### config.mk
export PLATFORM = sky130hd
export DESIGN_NAME = id_ex_issue_flat
export DESIGN_NICKNAME = d
export VERILOG_FILES = /design/src/rtl/id_ex_issue_if.sv /design/src/rtl/id_ex_issue.sv /design/src/flat_wrapper.sv
export SDC_FILE = /design/constraint.sdc
export NUM_CORES = 1
export LEC_CHECK = 0
export BUFFER_PORTS_ARGS = -buffer_cell sky130_fd_sc_hd__clkbuf_2
export CORE_ASPECT_RATIO = 1.2
export CORE_MARGIN = 2
export CORE_UTILIZATION = 45
export CTS_CLUSTER_DIAMETER = 150
export DETAILED_ROUTE_END_ITERATION = 10
export PLACE_DENSITY_LB_ADDON = 0.12
export RECOVER_POWER = 50
export SLEW_MARGIN = 20
export SYNTH_ARGS = -nofsm -noshare
export SYNTH_HDL_FRONTEND = slang
export SYNTH_SLANG_ARGS = --single-unit
### constraint.sdc
create_clock -name clk -period 2.7 [get_ports clk]
set_input_delay 0.54 -clock clk [delete_from_list [all_inputs] [get_ports clk]]
set_output_delay 0.54 -clock clk [all_outputs]
set_load 0.005 [all_outputs]
### src/rtl/id_ex_issue_if.sv
// ID/EX issue bus: decode-side inputs and the registered EX-stage controls.
// master = decode/issue stage (drives ex_*), slave = EX stage / environment.
interface id_ex_issue_if #(
    parameter int unsigned XLEN  = 32,
    parameter int unsigned RADDR = 5
);
    logic [XLEN-1:0]  id_instr;
    logic             id_valid;
    logic [XLEN-1:0]  id_rs_data;
    logic [XLEN-1:0]  id_rt_data;
    logic             flush;
    logic             stall_if;
    logic             ex_valid;
    logic [1:0]       ex_alu_op;
    logic [5:0]       ex_func;
    logic [4:0]       ex_shamt;
    logic [XLEN-1:0]  ex_a;
    logic [XLEN-1:0]  ex_b;
    logic [XLEN-1:0]  ex_rt_data;
    logic [RADDR-1:0] ex_write_reg;
    logic             ex_reg_write;
    logic             ex_mem_read;
    logic             ex_mem_write;
    logic             ex_branch;
    logic             illegal_instr;

    modport master (
        input  id_instr, id_valid, id_rs_data, id_rt_data, flush,
        output stall_if, ex_valid, ex_alu_op, ex_func, ex_shamt, ex_a, ex_b, ex_rt_data,
               ex_write_reg, ex_reg_write, ex_mem_read, ex_mem_write, ex_branch, illegal_instr
    );

    modport slave (
        output id_instr, id_valid, id_rs_data, id_rt_data, flush,
        input  stall_if, ex_valid, ex_alu_op, ex_func, ex_shamt, ex_a, ex_b, ex_rt_data,
               ex_write_reg, ex_reg_write, ex_mem_read, ex_mem_write, ex_branch, illegal_instr
    );
endinterface

### src/rtl/id_ex_issue.sv
// Decode stage + ID/EX pipeline register with load-use hazard bubble and branch flush.
// Optional: define ISSUE_ADDI_EN to decode opcode 0x08 (addi); otherwise it is illegal.
module id_ex_issue #(
    parameter int unsigned XLEN  = 32,
    parameter int unsigned RADDR = 5
) (
    input  logic          clk,
    input  logic          rst_n,
    id_ex_issue_if.master bus
);
    localparam logic [0:0] StRun   = 1'b0;
    localparam logic [0:0] StStall = 1'b1;

    logic [0:0] state_q, state_d;

    logic [5:0]       opcode;
    logic [4:0]       rs, rt, rd;
    logic [XLEN-1:0]  imm_sext;

    logic             legal, alu_src, reg_write, mem_read, mem_write, branch;
    logic             use_rs, use_rt;
    logic [1:0]       alu_op;
    logic [RADDR-1:0] dst;
    logic             load_use, issue, illegal_d;

    assign opcode   = bus.id_instr[31:26];
    assign rs       = bus.id_instr[25:21];
    assign rt       = bus.id_instr[20:16];
    assign rd       = bus.id_instr[15:11];
    assign imm_sext = {{(XLEN-16){bus.id_instr[15]}}, bus.id_instr[15:0]};

    // Opcode decode: controls plus which source fields the instruction really reads.
    always_comb begin
        legal     = 1'b1;
        alu_op    = 2'b00;
        alu_src   = 1'b0;
        reg_write = 1'b0;
        mem_read  = 1'b0;
        mem_write = 1'b0;
        branch    = 1'b0;
        dst       = '0;
        use_rs    = 1'b0;
        use_rt    = 1'b0;
        unique case (opcode)
            6'h00: begin
                alu_op    = 2'b10;
                reg_write = 1'b1;
                dst       = RADDR'(rd);
                // Shifts by shamt (sll/srl) ignore the rs field.
                use_rs    = !(bus.id_instr[5:0] == 6'd0 || bus.id_instr[5:0] == 6'd2);
                use_rt    = 1'b1;
            end
            6'h23: begin
                alu_src   = 1'b1;
                mem_read  = 1'b1;
                reg_write = 1'b1;
                dst       = RADDR'(rt);
                use_rs    = 1'b1;
            end
            6'h2B: begin
                alu_src   = 1'b1;
                mem_write = 1'b1;
                use_rs    = 1'b1;
                use_rt    = 1'b1;
            end
            6'h04: begin
                alu_op    = 2'b01;
                branch    = 1'b1;
                use_rs    = 1'b1;
                use_rt    = 1'b1;
            end
`ifdef ISSUE_ADDI_EN
            6'h08: begin
                alu_src   = 1'b1;
                reg_write = 1'b1;
                dst       = RADDR'(rt);
                use_rs    = 1'b1;
            end
`endif
            default: legal = 1'b0;
        endcase
    end

    // Load-use detection and issue qualification; flush overrides everything.
    always_comb begin
        load_use = (state_q == StRun) && bus.ex_valid && bus.ex_mem_read &&
                   (bus.ex_write_reg != '0) && bus.id_valid && !bus.flush &&
                   ((use_rs && (RADDR'(rs) == bus.ex_write_reg)) ||
                    (use_rt && (RADDR'(rt) == bus.ex_write_reg)));
        issue        = bus.id_valid && !bus.flush && !load_use && legal;
        illegal_d    = bus.id_valid && !bus.flush && !legal;
        bus.stall_if = load_use && rst_n;
        state_d      = load_use ? StStall : StRun;
    end

    // Hazard FSM: STALL lasts exactly one cycle.
    always_ff @(posedge clk or negedge rst_n) begin
        if (!rst_n) state_q <= StRun;
        else        state_q <= state_d;
    end

    // ID/EX register: issued instruction or an all-zero bubble.
    always_ff @(posedge clk or negedge rst_n) begin
        if (!rst_n) begin
            bus.ex_valid      <= 1'b0;
            bus.ex_alu_op     <= 2'b00;
            bus.ex_func       <= '0;
            bus.ex_shamt      <= '0;
            bus.ex_a          <= '0;
            bus.ex_b          <= '0;
            bus.ex_rt_data    <= '0;
            bus.ex_write_reg  <= '0;
            bus.ex_reg_write  <= 1'b0;
            bus.ex_mem_read   <= 1'b0;
            bus.ex_mem_write  <= 1'b0;
            bus.ex_branch     <= 1'b0;
            bus.illegal_instr <= 1'b0;
        end else begin
            bus.illegal_instr <= illegal_d;
            if (issue) begin
                bus.ex_valid     <= 1'b1;
                bus.ex_alu_op    <= alu_op;
                bus.ex_func      <= bus.id_instr[5:0];
                bus.ex_shamt     <= bus.id_instr[10:6];
                bus.ex_a         <= bus.id_rs_data;
                bus.ex_b         <= alu_src ? imm_sext : bus.id_rt_data;
                bus.ex_rt_data   <= bus.id_rt_data;
                bus.ex_write_reg <= dst;
                // Writes to $0 are dropped so NOP is harmless.
                bus.ex_reg_write <= reg_write && (dst != '0);
                bus.ex_mem_read  <= mem_read;
                bus.ex_mem_write <= mem_write;
                bus.ex_branch    <= branch;
            end else begin
                bus.ex_valid     <= 1'b0;
                bus.ex_alu_op    <= 2'b00;
                bus.ex_func      <= '0;
                bus.ex_shamt     <= '0;
                bus.ex_a         <= '0;
                bus.ex_b         <= '0;
                bus.ex_rt_data   <= '0;
                bus.ex_write_reg <= '0;
                bus.ex_reg_write <= 1'b0;
                bus.ex_mem_read  <= 1'b0;
                bus.ex_mem_write <= 1'b0;
                bus.ex_branch    <= 1'b0;
            end
        end
    end
endmodule
### src/flat_wrapper.sv
// flat-port wrapper written by rule: the top's interface ports become plain ports
module id_ex_issue_flat 
#(
    parameter int unsigned XLEN  = 32,
    parameter int unsigned RADDR = 5
)
  (clk, rst_n, bus_id_instr, bus_id_valid, bus_id_rs_data, bus_id_rt_data, bus_flush, bus_stall_if, bus_ex_valid, bus_ex_alu_op, bus_ex_func, bus_ex_shamt, bus_ex_a, bus_ex_b, bus_ex_rt_data, bus_ex_write_reg, bus_ex_reg_write, bus_ex_mem_read, bus_ex_mem_write, bus_ex_branch, bus_illegal_instr);
  id_ex_issue_if #(.XLEN(XLEN), .RADDR(RADDR)) bus_i ();
  input  logic clk;
  input  logic rst_n;
  input wire logic [$bits(bus_i.id_instr)-1:0] bus_id_instr;
  input wire logic [$bits(bus_i.id_valid)-1:0] bus_id_valid;
  input wire logic [$bits(bus_i.id_rs_data)-1:0] bus_id_rs_data;
  input wire logic [$bits(bus_i.id_rt_data)-1:0] bus_id_rt_data;
  input wire logic [$bits(bus_i.flush)-1:0] bus_flush;
  output wire logic [$bits(bus_i.stall_if)-1:0] bus_stall_if;
  output wire logic [$bits(bus_i.ex_valid)-1:0] bus_ex_valid;
  output wire logic [$bits(bus_i.ex_alu_op)-1:0] bus_ex_alu_op;
  output wire logic [$bits(bus_i.ex_func)-1:0] bus_ex_func;
  output wire logic [$bits(bus_i.ex_shamt)-1:0] bus_ex_shamt;
  output wire logic [$bits(bus_i.ex_a)-1:0] bus_ex_a;
  output wire logic [$bits(bus_i.ex_b)-1:0] bus_ex_b;
  output wire logic [$bits(bus_i.ex_rt_data)-1:0] bus_ex_rt_data;
  output wire logic [$bits(bus_i.ex_write_reg)-1:0] bus_ex_write_reg;
  output wire logic [$bits(bus_i.ex_reg_write)-1:0] bus_ex_reg_write;
  output wire logic [$bits(bus_i.ex_mem_read)-1:0] bus_ex_mem_read;
  output wire logic [$bits(bus_i.ex_mem_write)-1:0] bus_ex_mem_write;
  output wire logic [$bits(bus_i.ex_branch)-1:0] bus_ex_branch;
  output wire logic [$bits(bus_i.illegal_instr)-1:0] bus_illegal_instr;
  assign bus_i.id_instr = bus_id_instr;
  assign bus_i.id_valid = bus_id_valid;
  assign bus_i.id_rs_data = bus_id_rs_data;
  assign bus_i.id_rt_data = bus_id_rt_data;
  assign bus_i.flush = bus_flush;
  assign bus_stall_if = bus_i.stall_if;
  assign bus_ex_valid = bus_i.ex_valid;
  assign bus_ex_alu_op = bus_i.ex_alu_op;
  assign bus_ex_func = bus_i.ex_func;
  assign bus_ex_shamt = bus_i.ex_shamt;
  assign bus_ex_a = bus_i.ex_a;
  assign bus_ex_b = bus_i.ex_b;
  assign bus_ex_rt_data = bus_i.ex_rt_data;
  assign bus_ex_write_reg = bus_i.ex_write_reg;
  assign bus_ex_reg_write = bus_i.ex_reg_write;
  assign bus_ex_mem_read = bus_i.ex_mem_read;
  assign bus_ex_mem_write = bus_i.ex_mem_write;
  assign bus_ex_branch = bus_i.ex_branch;
  assign bus_illegal_instr = bus_i.illegal_instr;
  id_ex_issue #(.XLEN(XLEN), .RADDR(RADDR)) u_core (.clk(clk), .rst_n(rst_n), .bus(bus_i));
endmodule
---- Word level (Yosys, flattened, before mapping) ----
Index checks and enable logic that the tools add are counted.
Widths: inputs -> output; s select.
storage, ports and cells
  RAM bits ................................ 0
  bits in latches ......................... 0
  input port bits ......................... 100
  bits in registers ....................... 121
  word-level logic and storage cells ...... 74
  memory bits (read-only) ................. 0
  memories kept ........................... 0
  output and inout port bits .............. 121
cells by class
  add/sub/neg operators ................... 0
  shifts and indexed selects .............. 0
  multiplexer cells ....................... 24
  bitwise gates (word level) .............. 1
  multiply operators ...................... 0
  div/mod/pow operators ................... 0
  order comparisons ....................... 0
  equality and inequality tests ........... 6
  reductions and logical operators ........ 29
operators with widths
  operator            count
  $mux 32             4
  $logic_and 1x1->1   14
  $mux 1              13
  $eq 6x6->1 const B  2
  $logic_not 6->1     2
  $eq 5x5->1          2
  $mux 5              2
  $pmux 5 s2          1
  $reduce_bool 5->1   2
  $eq 6x2->1 const B  1
  $eq 6x3->1 const B  1
  $mux 6              1
  $reduce_or 3->1     2
  $logic_not 1->1     4
  $pmux 2 s2          1
  $reduce_or 2->1     2
  $reduce_or 4->1     1
  $logic_or 1x1->1    2
  $mux 2              1
  $pmux 1 s2          1
  $not 1->1           1

---- Logic depth before layout (Yosys ltp) ----
  word-level depth ........................ 11
  mapped depth ............................ 9
  depth with buffers taken out ............ 6

---- Worst setup path before layout ----
OpenSTA, ideal clock, no wires.
  path kind ............................... input to output
  from .................................... input bus_id_instr[26]
  to ...................................... output bus_stall_if
  required time ........................... 2.160 ns
  cell stages on the path ................. 6
  path buffers ............................ 1
  arrival time ............................ 1.953 ns
  path slack .............................. 0.207 ns
  cell sequence ........................... or4_1 clkbuf_1 a211oi_2 o2111ai_1 a21oi_1 and2_1
on the way
  word-level cells in the longest chain between the ends .. 7
  elaborated cells between the ends (all ways) .. 13
  classes of those cells .................. eq/ne: 3; mux: 2; reduce/logical: 8
RTL lines
  what                                         RTL line                              RTL
  start: declaration                           flat_wrapper.sv:11                    input wire logic [$bits(bus_i.id_instr)-1:0] bus_id_instr;
  $eq 6x6->1 (tied with other cells)           id_ex_issue.sv:44                     unique case (opcode)
  $reduce_or 3->1 (no line)                    --
  $pmux 1 s2 / $mux 1 (equally long branches)  id_ex_issue.sv:44
  $logic_and 1x1->1 (on tied branches)         id_ex_issue.sv:88, id_ex_issue.sv:89
  $logic_or 1x1->1 (*)                         id_ex_issue.sv:88                     ((use_rs && (RADDR'(rs) == bus.ex_write_reg)) ||
  $logic_and 1x1->1 (*)                        id_ex_issue.sv:87                     (bus.ex_write_reg != '0) && bus.id_valid && !bus.flush &&
  $logic_and 1x1->1 (*)                        id_ex_issue.sv:92                     bus.stall_if = load_use && rst_n;
  end: declaration                             flat_wrapper.sv:16                    output wire logic [$bits(bus_i.stall_if)-1:0] bus_stall_if;
Every way passes the cells marked *; elsewhere a longest branch is shown, timed or not.

---- Final worst setup path ----
Ends and elaborated chain as after synthesis.

==> metrics <==
NetSw 0.865 mW; CORE AREA 0.00952 sq mm; outcome complete, but fails checks; initial antenna violation count 0; Filler cells 799; Clk Latency, worst-skew pair 410 ps; Final WS setup 137 ps; Synth Area in XOR/XNOR 1.99%; clk sinks 121; CP Data Required Time 2160 ps; maximum clock frequency 0.390 GHz; CP Cell Sequence clkbuf_2 -> or4_4 -> a211oi_2 -> o2111ai_1 -> a21oi_1 -> and2_1 -> clkbuf_2; Detail Placement HPWL 8.00 mm; largest family of logic cells by synthesized area simple AND/OR/NAND/NOR gates; Crit Path Max Fanout 6; min-delay worst type input pin to flop; post-route ant nets 0; GPL Wtd Cong 0.802; Netlist cell types 31; Post-CTS Hold Buffers 0; largest net degree at the start of global routing 122; most frequent cells in the layout clkbuf_2, dfrtp_1, and2_1; async set-reset flop share out of synthesis 100%; I/O Buffers 220; DR iter-0 viols 182; dpl cell area 0.00563 sq mm; syn nets 466; Hold Violations, Final 0; Synth Register Bits 121; post-synthesis compound-gate area fraction 6.37%; post-synth top area cell dfrtp_1; min Tclk post-route 2560 ps; H-tree levels 4; data arrival time of the worst path 2020 ps; die width 94.3 um; total number of yosys warnings 0; Pint 3.57 mW; dpl ws 43.7 ps; clk_skew 9.57 ps; layout cells sized above 1 39.2%; CTS Buf Count 17; top cells by area, synth dfrtp_1, and2_1, a21oi_1; RSZ-0062 raised after global routing no; failing checks max-capacitance violations, max-slew violations; CTS tree done; fin nets 693; mux share of post-synthesis cell area 0%; clock share of power 54.3%; vias 3,449; simple-gate area share of the yosys netlist 19.7%; Max Root-Sink Buffers 2; Slew headroom -7.32%; Power Density 712 mW/mm^2; CP most frequent cell clkbuf_2; Synth top area share 68.8%; crit end category output port; FP Rows 39; num ports 221; Slew Viols, Final 122; post-CTS resize count 0; Syn Area/Cell 12.0 sq um; Slowest cell on crit path or4_4; LEAKAGE 3.46 nW; critical path startpoint category input pin; via/cell ratio 4.74; GRT Residual Overflow 0; max incr delay on CP 580 ps; FF-to-FF path depth 7; sequential share of power 41.3%; vias in the first global route 3,532; synthesized area 0.00440 sq mm; period utilization 94.9%; worst-margin pin slew 1610 ps; die area 0.0106 sq mm; Root Driver clkbuf_16; Largest regs u_core.bus.ex_a (32), u_core.bus.ex_b (32), u_core.bus.ex_rt_data (32); Worst VDD drop 479 uV; global-route usage over all layers 22.3%; Clock Pin Slew Worst Setup and Hold Paths 50 ps; fin area 0.00623 sq mm; Max Cap Viol 1; WL/cell 15.8 um; switching part of the total 19.5%; endpoints failing setup 0; Initial Utilization 46.3%; DRC violations left 0; first-pass GRT wire length 17.7 mm; drt total wl 11.5 mm; DRT Pass-1 Iters 4; Main synth FF type dfrtp_1; number of cells on the worst hold path 2; Setup CP Type input pin to output port; Area Growth Syn to Fin 41.5%; Seq/Total Area, Yosys 68.8%; post-CTS setup buffers 0; Post-synth EDFFs 0; DIE HEIGHT 112 um; part of the power in combinational logic 4.4%; ant diodes 0; commonest non-fill, non-tap cell in the layout clkbuf_2; Mapped Cells 366; post-route setup TNS 0 ps; Synth Area in Adders 0%
[synthesized netlist by cell type, drive strengths merged, types with 3 or more instances]
master and instances:
a22oi 5, dfrtp 121, nor2 25, and2 77, buf 8, or4 3, nor3 9, clkbuf 15
o21ai 3, xor2 8, a21oi 34, nand2 32, nor4 5, a211oi 3
[power groups by stage]
| stage | clock (mW) | sequential [mW] | combinational, mW |
|---|---|---|---|
| 2_1_floorplan | 0 | 1.86 | 0.0496 |
| 3_3_place_gp | 0 | 1.86 | 0.196 |
| 3_5_place_dp | 0 | 1.86 | 0.199 |
| 4_1_cts | 2.44 | 1.83 | 0.201 |
| 5_1_grt | 2.53 | 1.83 | 0.221 |
| 6_report | 2.41 | 1.83 | 0.194 |
[cells by family after synthesis]
kind of cell,after synthesis
AO/OA/AOI/OAI,48
XOR/XNOR,10
buffers and inverters,25
flip-flops,121
AND/OR/NAND/NOR,162
[path summary, 6_finish.rpt]
| path | startpoint | endpoint | slack (ps) |
|---|---|---|---|
| setup / recovery | bus_id_instr[26] | bus_stall_if | 140 |
| hold / removal | bus_id_rs_data[29] | u_core.bus.ex_a[29] | 340 |
| setup reg to reg | u_core.bus.ex_write_reg[4] | u_core.bus.ex_b[30] | 680 |
| hold reg to reg | u_core.state_q | u_core.state_q | 920 |
| max in group asynchronous | rst_n | u_core.bus.ex_rt_data[29] | 900 |
| min in group asynchronous | rst_n | u_core.bus.ex_a[12] | 800 |
[routing by layer]
layer | up-vias | global-route usage, % | wire length [um]
li1 | 1644 | - | -
met1 | 1644 | 25.1 | 4440
met2 | 150 | 38.9 | 5900
met3 | 11 | 8.59 | 1020
met4 | 0 | 6.57 | 138
met5 | - | 0 | 0
[critical path, delay by kind of cell]
kind                   cells  cell delay (ps)
AND/OR/NAND/NOR            2              730
AO/OA/AOI/OAI              3              530
buffers and inverters      2              210
[cell type report]
cell class / instances / area, sq um / area share [%]
clock inverter: 7 / 138 / 2.21
sequential: 121 / 3030 / 48.6
multi-input combinational: 220 / 1250 / 20.1
inverter: 2 / 7.51 / 0.121
clock buffer: 24 / 502 / 8.05
timing repair buffer: 231 / 1150 / 18.4
tap: 123 / 154 / 2.47
[through the flow]
step | utilization, % | power (mW) | std cells | hold slack [ps]
global route | 65.5 | 4.58 | 728 | 333
CTS | 65.9 | 4.48 | 728 | 297
floorplan | - | 1.91 | 366 | 244
detailed placement | 59.2 | 2.06 | 697 | 725
finish | 65.5 | 4.43 | 728 | 338
global placement | 59.2 | 2.06 | 697 | 718
No activity file was read; power rests on OpenSTA's default activity.
